===== src/rtl/pf_ddr4_pll_phase_ctrl.sv =====
// rtl/pf_ddr4_pll_phase_ctrl.sv - DDR4 PLL dynamic phase-adjust sequencer
//
// Turns one "move output X by N steps in direction D" request into timed
// PHASE_ROTATE pulses followed by a LOAD_PHASE_N strobe. It also sequences
// PLL power-down and lock acquisition.
//
// Ports:
//   clk, reset                  system clock, synchronous active-high reset
//   req_valid/req_ready         request handshake (ready only when idle and locked)
//   req_sel, req_dir, req_steps output select (3 illegal), direction, step count
//   done, err                   single-cycle completion / error pulses
//   locked                      synchronised PLL lock status
//   pll_lock                    asynchronous lock input from the PLL
//   pll_powerdown_n             PLL power-down control (active low)
//   phase_out{0,2,3}_sel        one-hot output select to the PLL
//   phase_direction             1 = advance, 0 = retard
//   phase_rotate                one pulse per phase step
//   load_phase_n                active-low phase load strobe
//   phase_pos_out{0,2,3}        net signed step count per output, present only
//                               when PHASE_POS_TRACK_EN is defined
//
// Build option: PHASE_POS_TRACK_EN

module pf_ddr4_pll_phase_ctrl #(
    parameter int PD_CYC       = 16,
    parameter int LOCK_TIMEOUT = 4096,
    parameter int SETUP_CYC    = 2,
    parameter int ROT_HI_CYC   = 2,
    parameter int ROT_LO_CYC   = 4,
    parameter int LOAD_CYC     = 2
) (
    input  logic       clk,
    input  logic       reset,
    input  logic       req_valid,
    output logic       req_ready,
    input  logic [1:0] req_sel,
    input  logic       req_dir,
    input  logic [7:0] req_steps,
    output logic       done,
    output logic       err,
    output logic       locked,
    input  logic       pll_lock,
    output logic       pll_powerdown_n,
    output logic       phase_out0_sel,
    output logic       phase_out2_sel,
    output logic       phase_out3_sel,
    output logic       phase_direction,
    output logic       phase_rotate,
    output logic       load_phase_n
`ifdef PHASE_POS_TRACK_EN
    ,
    output logic [7:0] phase_pos_out0,
    output logic [7:0] phase_pos_out2,
    output logic [7:0] phase_pos_out3
`endif
);

    // One shared phase counter, wide enough for the longest timed phase.
    localparam int MAX_AB = (PD_CYC > LOCK_TIMEOUT) ? PD_CYC : LOCK_TIMEOUT;
    localparam int MAX_CD = (SETUP_CYC > LOAD_CYC) ? SETUP_CYC : LOAD_CYC;
    localparam int MAX_EF = (ROT_HI_CYC > ROT_LO_CYC) ? ROT_HI_CYC : ROT_LO_CYC;
    localparam int MAX_GH = (MAX_CD > MAX_EF) ? MAX_CD : MAX_EF;
    localparam int MAXC   = (MAX_AB > MAX_GH) ? MAX_AB : MAX_GH;
    localparam int CW     = (MAXC > 2) ? $clog2(MAXC) : 1;

    localparam logic [CW-1:0] PD_LAST    = CW'(PD_CYC - 1);
    localparam logic [CW-1:0] LOCK_LAST  = CW'(LOCK_TIMEOUT - 1);
    localparam logic [CW-1:0] SETUP_LAST = CW'(SETUP_CYC - 1);
    localparam logic [CW-1:0] HI_LAST    = CW'(ROT_HI_CYC - 1);
    localparam logic [CW-1:0] LO_LAST    = CW'(ROT_LO_CYC - 1);
    localparam logic [CW-1:0] LOAD_LAST  = CW'(LOAD_CYC - 1);

    typedef enum logic [2:0] {
        S_PWRDN,
        S_WAIT_LOCK,
        S_IDLE,
        S_SETUP,
        S_ROT_HI,
        S_ROT_LO,
        S_LOAD
    } state_t;

    state_t        state_q, state_d;
    logic [CW-1:0] cnt_q, cnt_d;
    logic [7:0]    steps_q, steps_d;
    logic [1:0]    sel_lat_q, sel_lat_d;
    logic          dir_lat_q, dir_lat_d;
    logic          sync1_q, sync1_d;
    logic          locked_q, locked_d;
    logic          ready_q, ready_d;
    logic          done_pend_q, done_pend_d;
    logic          err_pend_q, err_pend_d;
    logic          done_q, done_d;
    logic          err_q, err_d;
    logic          pd_n_q, pd_n_d;
    logic [2:0]    sel_oh_q, sel_oh_d;
    logic          dir_q, dir_d;
    logic          rot_q, rot_d;
    logic          load_n_q, load_n_d;
`ifdef PHASE_POS_TRACK_EN
    logic [7:0]    pos0_q, pos0_d;
    logic [7:0]    pos2_q, pos2_d;
    logic [7:0]    pos3_q, pos3_d;
    logic [7:0]    pos_inc;
`endif

    logic accept;
    logic in_move;
    logic abort;
    logic move_drive;

    always_comb begin
        state_d     = state_q;
        cnt_d       = cnt_q;
        steps_d     = steps_q;
        sel_lat_d   = sel_lat_q;
        dir_lat_d   = dir_lat_q;
        done_pend_d = 1'b0;
        err_pend_d  = 1'b0;
        // Completion and illegal-request events are reported one cycle later.
        done_d      = done_pend_q;
        err_d       = err_pend_q;
`ifdef PHASE_POS_TRACK_EN
        pos0_d  = pos0_q;
        pos2_d  = pos2_q;
        pos3_d  = pos3_q;
        pos_inc = dir_lat_q ? 8'd1 : 8'hFF;
`endif

        accept  = req_valid && ready_q;
        in_move = (state_q == S_SETUP) || (state_q == S_ROT_HI) ||
                  (state_q == S_ROT_LO) || (state_q == S_LOAD);
        abort   = in_move && !locked_q;

        if (abort) begin
            state_d = S_WAIT_LOCK;
            cnt_d   = '0;
            err_d   = 1'b1;
        end else begin
            case (state_q)
                S_PWRDN: begin
                    if (cnt_q == PD_LAST) begin
                        state_d = S_WAIT_LOCK;
                        cnt_d   = '0;
                    end else begin
                        cnt_d = cnt_q + 1'b1;
                    end
                end
                S_WAIT_LOCK: begin
                    if (locked_q) begin
                        state_d = S_IDLE;
                        cnt_d   = '0;
                    end else if (cnt_q == LOCK_LAST) begin
                        state_d = S_PWRDN;
                        cnt_d   = '0;
                        err_d   = 1'b1;
                    end else begin
                        cnt_d = cnt_q + 1'b1;
                    end
                end
                S_IDLE: begin
                    if (!locked_q) begin
                        state_d = S_WAIT_LOCK;
                        cnt_d   = '0;
                    end else if (accept) begin
                        if (req_sel == 2'd3) begin
                            err_pend_d = 1'b1;
                        end else if (req_steps == 8'd0) begin
                            done_pend_d = 1'b1;
                        end else begin
                            state_d   = S_SETUP;
                            cnt_d     = '0;
                            sel_lat_d = req_sel;
                            dir_lat_d = req_dir;
                            steps_d   = req_steps;
                        end
                    end
                end
                S_SETUP: begin
                    if (cnt_q == SETUP_LAST) begin
                        state_d = S_ROT_HI;
                        cnt_d   = '0;
                    end else begin
                        cnt_d = cnt_q + 1'b1;
                    end
                end
                S_ROT_HI: begin
                    if (cnt_q == HI_LAST) begin
                        state_d = S_ROT_LO;
                        cnt_d   = '0;
                    end else begin
                        cnt_d = cnt_q + 1'b1;
                    end
                end
                S_ROT_LO: begin
                    if (cnt_q == LO_LAST) begin
                        // A step is counted as taken only at the end of its low time.
                        steps_d = steps_q - 1'b1;
                        cnt_d   = '0;
                        state_d = (steps_q == 8'd1) ? S_LOAD : S_ROT_HI;
`ifdef PHASE_POS_TRACK_EN
                        case (sel_lat_q)
                            2'd0:    pos0_d = pos0_q + pos_inc;
                            2'd1:    pos2_d = pos2_q + pos_inc;
                            default: pos3_d = pos3_q + pos_inc;
                        endcase
`endif
                    end else begin
                        cnt_d = cnt_q + 1'b1;
                    end
                end
                S_LOAD: begin
                    if (cnt_q == LOAD_LAST) begin
                        state_d     = S_IDLE;
                        cnt_d       = '0;
                        done_pend_d = 1'b1;
                    end else begin
                        cnt_d = cnt_q + 1'b1;
                    end
                end
                default: begin
                    state_d = S_PWRDN;
                    cnt_d   = '0;
                end
            endcase
        end

`ifdef PHASE_POS_TRACK_EN
        if ((state_d == S_PWRDN) && (state_q != S_PWRDN)) begin
            pos0_d = 8'd0;
            pos2_d = 8'd0;
            pos3_d = 8'd0;
        end
`endif

        sync1_d  = pll_lock;
        locked_d = sync1_q;
        // Ready tracks the same synchroniser stage as locked so both drop together.
        ready_d  = (state_d == S_IDLE) && sync1_q;
        pd_n_d   = (state_d != S_PWRDN);

        // Pin outputs follow the current state one cycle behind, which gives
        // the select/direction lines their lead over the first rotate pulse.
        move_drive = in_move && !abort;
        sel_oh_d   = 3'b000;
        if (move_drive) begin
            case (sel_lat_q)
                2'd0:    sel_oh_d = 3'b001;
                2'd1:    sel_oh_d = 3'b010;
                default: sel_oh_d = 3'b100;
            endcase
        end
        dir_d    = move_drive && dir_lat_q;
        rot_d    = (state_q == S_ROT_HI) && !abort;
        load_n_d = !((state_q == S_LOAD) && !abort);
    end

    always_ff @(posedge clk) begin
        if (reset) begin
            state_q     <= S_PWRDN;
            cnt_q       <= '0;
            steps_q     <= 8'd0;
            sel_lat_q   <= 2'd0;
            dir_lat_q   <= 1'b0;
            sync1_q     <= 1'b0;
            locked_q    <= 1'b0;
            ready_q     <= 1'b0;
            done_pend_q <= 1'b0;
            err_pend_q  <= 1'b0;
            done_q      <= 1'b0;
            err_q       <= 1'b0;
            pd_n_q      <= 1'b0;
            sel_oh_q    <= 3'b000;
            dir_q       <= 1'b0;
            rot_q       <= 1'b0;
            load_n_q    <= 1'b1;
`ifdef PHASE_POS_TRACK_EN
            pos0_q      <= 8'd0;
            pos2_q      <= 8'd0;
            pos3_q      <= 8'd0;
`endif
        end else begin
            state_q     <= state_d;
            cnt_q       <= cnt_d;
            steps_q     <= steps_d;
            sel_lat_q   <= sel_lat_d;
            dir_lat_q   <= dir_lat_d;
            sync1_q     <= sync1_d;
            locked_q    <= locked_d;
            ready_q     <= ready_d;
            done_pend_q <= done_pend_d;
            err_pend_q  <= err_pend_d;
            done_q      <= done_d;
            err_q       <= err_d;
            pd_n_q      <= pd_n_d;
            sel_oh_q    <= sel_oh_d;
            dir_q       <= dir_d;
            rot_q       <= rot_d;
            load_n_q    <= load_n_d;
`ifdef PHASE_POS_TRACK_EN
            pos0_q      <= pos0_d;
            pos2_q      <= pos2_d;
            pos3_q      <= pos3_d;
`endif
        end
    end

    assign req_ready       = ready_q;
    assign done            = done_q;
    assign err             = err_q;
    assign locked          = locked_q;
    assign pll_powerdown_n = pd_n_q;
    assign phase_out0_sel  = sel_oh_q[0];
    assign phase_out2_sel  = sel_oh_q[1];
    assign phase_out3_sel  = sel_oh_q[2];
    assign phase_direction = dir_q;
    assign phase_rotate    = rot_q;
    assign load_phase_n    = load_n_q;
`ifdef PHASE_POS_TRACK_EN
    assign phase_pos_out0  = pos0_q;
    assign phase_pos_out2  = pos2_q;
    assign phase_pos_out3  = pos3_q;
`endif

endmodule


===== config.mk =====
export PLATFORM = sky130hd
export DESIGN_NAME = pf_ddr4_pll_phase_ctrl
export DESIGN_NICKNAME = d
export VERILOG_FILES = /design/src/rtl/pf_ddr4_pll_phase_ctrl.sv
export SDC_FILE = /design/constraint.sdc
export NUM_CORES = 1
export LEC_CHECK = 0
export ABC_CLOCK_PERIOD_IN_PS = 5000
export BUFFER_PORTS_ARGS = -buffer_cell sky130_fd_sc_hd__buf_4
export CORE_ASPECT_RATIO = 0.5
export CORE_UTILIZATION = 38
export DETAILED_ROUTE_END_ITERATION = 7
export GPL_ROUTABILITY_DRIVEN = 0
export MAX_ROUTING_LAYER = met4
export SLEW_MARGIN = 0
export SYNTH_ARGS = -nofsm -noshare
export SYNTH_HDL_FRONTEND = slang
export SYNTH_SLANG_ARGS = --single-unit

===== constraint.sdc =====
create_clock -name clk -period 5 [get_ports clk]
set_clock_uncertainty 0.1 [all_clocks]
set_input_delay 0.75 -clock clk [delete_from_list [all_inputs] [get_ports clk]]
set_output_delay 0.75 -clock clk [all_outputs]
set_load 0.005 [all_outputs]

==> impl_metrics.tcl <==
set metrics [dict create \
    rows 18 \
    finalHoldViolations 0 \
    cp_top_family "simple AND/OR/NAND/NOR gates" \
    holdBufCountCts 0 \
    cp-start-kind "flop" \
    synthMuxAreaShare_pct 1.882 \
    route.antenna.remaining_nets 0 \
    htree_levels 2 \
    relSlewSlack_pct 20.64 \
    ys_seq_area_share_pct 37.65 \
    worstReg2RegStart "state_q[0]" \
    status "completed" \
    finalSetupViolCount 0 \
    overflow 0 \
    cts_tree "done" \
    synth_top_flop_cell "dfxtp_1" \
    async_flop_share_pct 0 \
    end_kind "flop" \
    min_from "done_d" \
    syn_area_mm2 0.002127 \
    fin_crit_sh_pct 53.97 \
    clk_pin_slew_ns 0.09 \
    drc_errors 0 \
    grt_start_max_net_pins 23 \
    leakage_nw 0.8793 \
    holdWs_ns 0.3343 \
    startpoint "state_q[0]" \
    synthAdderAreaFrac_pct 2.353 \
    grt_pass1_vias 1657 \
    area_growth_pct 15.59 \
    cts-root-buf "clkbuf_8" \
    ctsResizeCount 0 \
    rsz0062_at_grt "no" \
    grt_antenna_before_repair 0 \
    grt_usage_pct 18.29 \
    fin_crit_ns 2.698 \
    grt_pass1_wl_um 7886 \
    yosys.area.top_type_share_pct 37.65 \
    fp.dieH_um 54.91 \
    max_cap_viol_count 0 \
    post-cts-setup-buffers 0 \
    insertion_delay_ns 0.31 \
    numCtsBuffers 5 \
    hold_class "reg2reg" \
    cp.required_ns 5.14 \
    highest_layer "met4" \
    synth_area_leaders "dfxtp_1, nor2_1, o21ai_0" \
    ys_seq_elements 40 \
    cts.sinks 40 \
    cp_cell_sequence "nand3b_1 -> o21ai_0 -> o2111ai_2 -> or3b_1 -> a31oi_1" \
    met3_length_um 314 \
    synth_largest_area_cell "dfxtp_1" \
    total_power_mw 0.6337 \
    dpl_cell_area_mm2 0.002342 \
    io_pins 26 \
    max_freq_ghz 0.3706 \
    ir_drop_mv 0.1136 \
    synth_enable_flop_cells 0 \
    met1_length_um 2366 \
    die_area_mm2 0.005919 \
    worstPathMaxFanout 18 \
    vias 1944 \
    dr_wl_met2_um 2177 \
    synth_top_family_by_area "simple AND/OR/NAND/NOR gates" \
    p_per_area_mw_per_mm2 257.8 \
    synth-simple-area-share_pct 28.47 \
    layout.nets 294 \
    hpwlAfterDp_um 3554 \
    antenna_cells 0 \
    slew_viol_final 0 \
    totalWireLength_um 4904 \
    clockBufferDepth 2 \
    slowest_stage "dfxtp_1" \
    finish.instance_area_mm2 0.002459 \
    max_stage_delay_ns 0.66 \
    syn_avg_cell_area_um2 8.276 \
    cp.buffers_inverters 0 \
    yosys.cell_types.count 54 \
    yosysWarnings 0 \
    wire_per_inst_um 14.17 \
    drt-pass1-iter-count 4 \
    portBuffers 25 \
    tightest_slew_ns 1.190 \
    fp.dieW_um 107.8 \
    coreArea_mm2 0.005157 \
    final_layout_size_suffix_gt1_share_pct 18.12 \
    path_class "reg2reg" \
    drt_iter0_drc 105 \
    viasPerCell 5.618 \
    cp.arrival_ns 2.84 \
    synth_fp_nets 276 \
    start_util_pct 41.24 \
    synth_xor_area_share_pct 3.706 \
    netlist_instances 257 \
    fin_tns_setup_ns 0 \
    synth_compound_area_share_pct 22.06 \
]
## cells by family (layout without fill, tap and decap cells)
kind of cell / count (synthesis) / count (layout)
AND/OR/NAND/NOR: 112 / 112
buffers and inverters: 20 / 39
flip-flops: 40 / 40
XOR/XNOR: 9 / 9
multiplexers: 4 / 4
adder cells (fa/ha/maj): 4 / 4
AO/OA/AOI/OAI: 68 / 68
## where the power goes
group	switching (mW)	internal, mW	total, mW
sequential	0.00396	0.321	0.325
combinational	0.0165	0.0170	0.0335
clock	0.125	0.150	0.275
## metrics by stage
step	cells	setup WS (ns)	utilization [%]
after floorplan	257	2.694	-
after global placement	338	2.271	45.41
after detailed placement	338	2.158	45.41
after CTS	346	2.311	47.67
after global routing	346	2.031	47.67
final	346	2.302	47.67
## area by class of cell
cell class / count / area (um2)
Timing Repair Buffer: 25 / 187.7
Clock buffer: 5 / 68.82
Multi-Input combinational cell: 197 / 1244
Sequential cell: 40 / 800.8
Clock inverter: 3 / 47.55
Inverter: 6 / 22.52
Fill cell: 516 / 2699
Tap cell: 70 / 87.58
## cells in the mapped netlist, drive strengths merged, types with 4 or more instances
cell type and count:
inv 6, o31ai 4, and2 4, nand3 4, and3 5, nor3 13, a21oi 17, nor4 8
nand2 17, clkbuf 13, nor2 27, a31oi 6, or2 7, dfxtp 40, o21ai 19, xor2 9
or3b 4, mux2i 4, nor2b 7, ha 4
## worst paths after layout
kind / cells past startpoint / slack, ns / endpoint
worst min register to register: 1 / 0.33 / done
worst max-delay path: 5 / 2.30 / steps_q[0]
worst min-delay path: 1 / 0.33 / done
worst max register to register: 5 / 2.30 / steps_q[0]
## routing by layer
metal	vias up	GRT usage (%)
met3	6	4.918
met4	0	4.795
met5	-	-
met1	911	23.00
li1	966	-
met2	61	29.70
## registers in the layout, indices dropped and copies added (netlist names), 2 cells and up
name and flops:
sel_oh_q 3, cnt_q 12, steps_q 8, sel_lat_q 2, state_q 3
## cells in the final DEF, fill, tap and decap left out, types with 2 or more instances in the layout
master | netlist | layout
or3b_2 | 2 | 2
inv_1 | 6 | 6
o21ai_0 | 18 | 18
or2_2 | 6 | 6
o31ai_4 | 2 | 2
nor2_1 | 26 | 26
o22ai_1 | 2 | 2
and2_1 | 4 | 4
nand2_1 | 17 | 17
a21oi_1 | 17 | 17
a31oi_1 | 6 | 6
nand3b_1 | 2 | 2
nand2b_1 | 3 | 3
mux2i_1 | 4 | 4
clkinv_4 | 0 | 2
nand3_1 | 4 | 4
nor3b_1 | 3 | 3
nor3_1 | 13 | 13
or4_4 | 2 | 2
or3b_1 | 2 | 2
o21bai_1 | 2 | 2
nor4_1 | 8 | 8
nor2b_1 | 7 | 7
a211oi_1 | 2 | 2
and3_1 | 5 | 5
a22oi_1 | 2 | 2
clkbuf_8 | 0 | 5
ha_1 | 4 | 4
xor2_1 | 9 | 9
dfxtp_1 | 40 | 40
buf_4 | 0 | 25
or3_1 | 2 | 2
(Power assumes the default switching activity.)
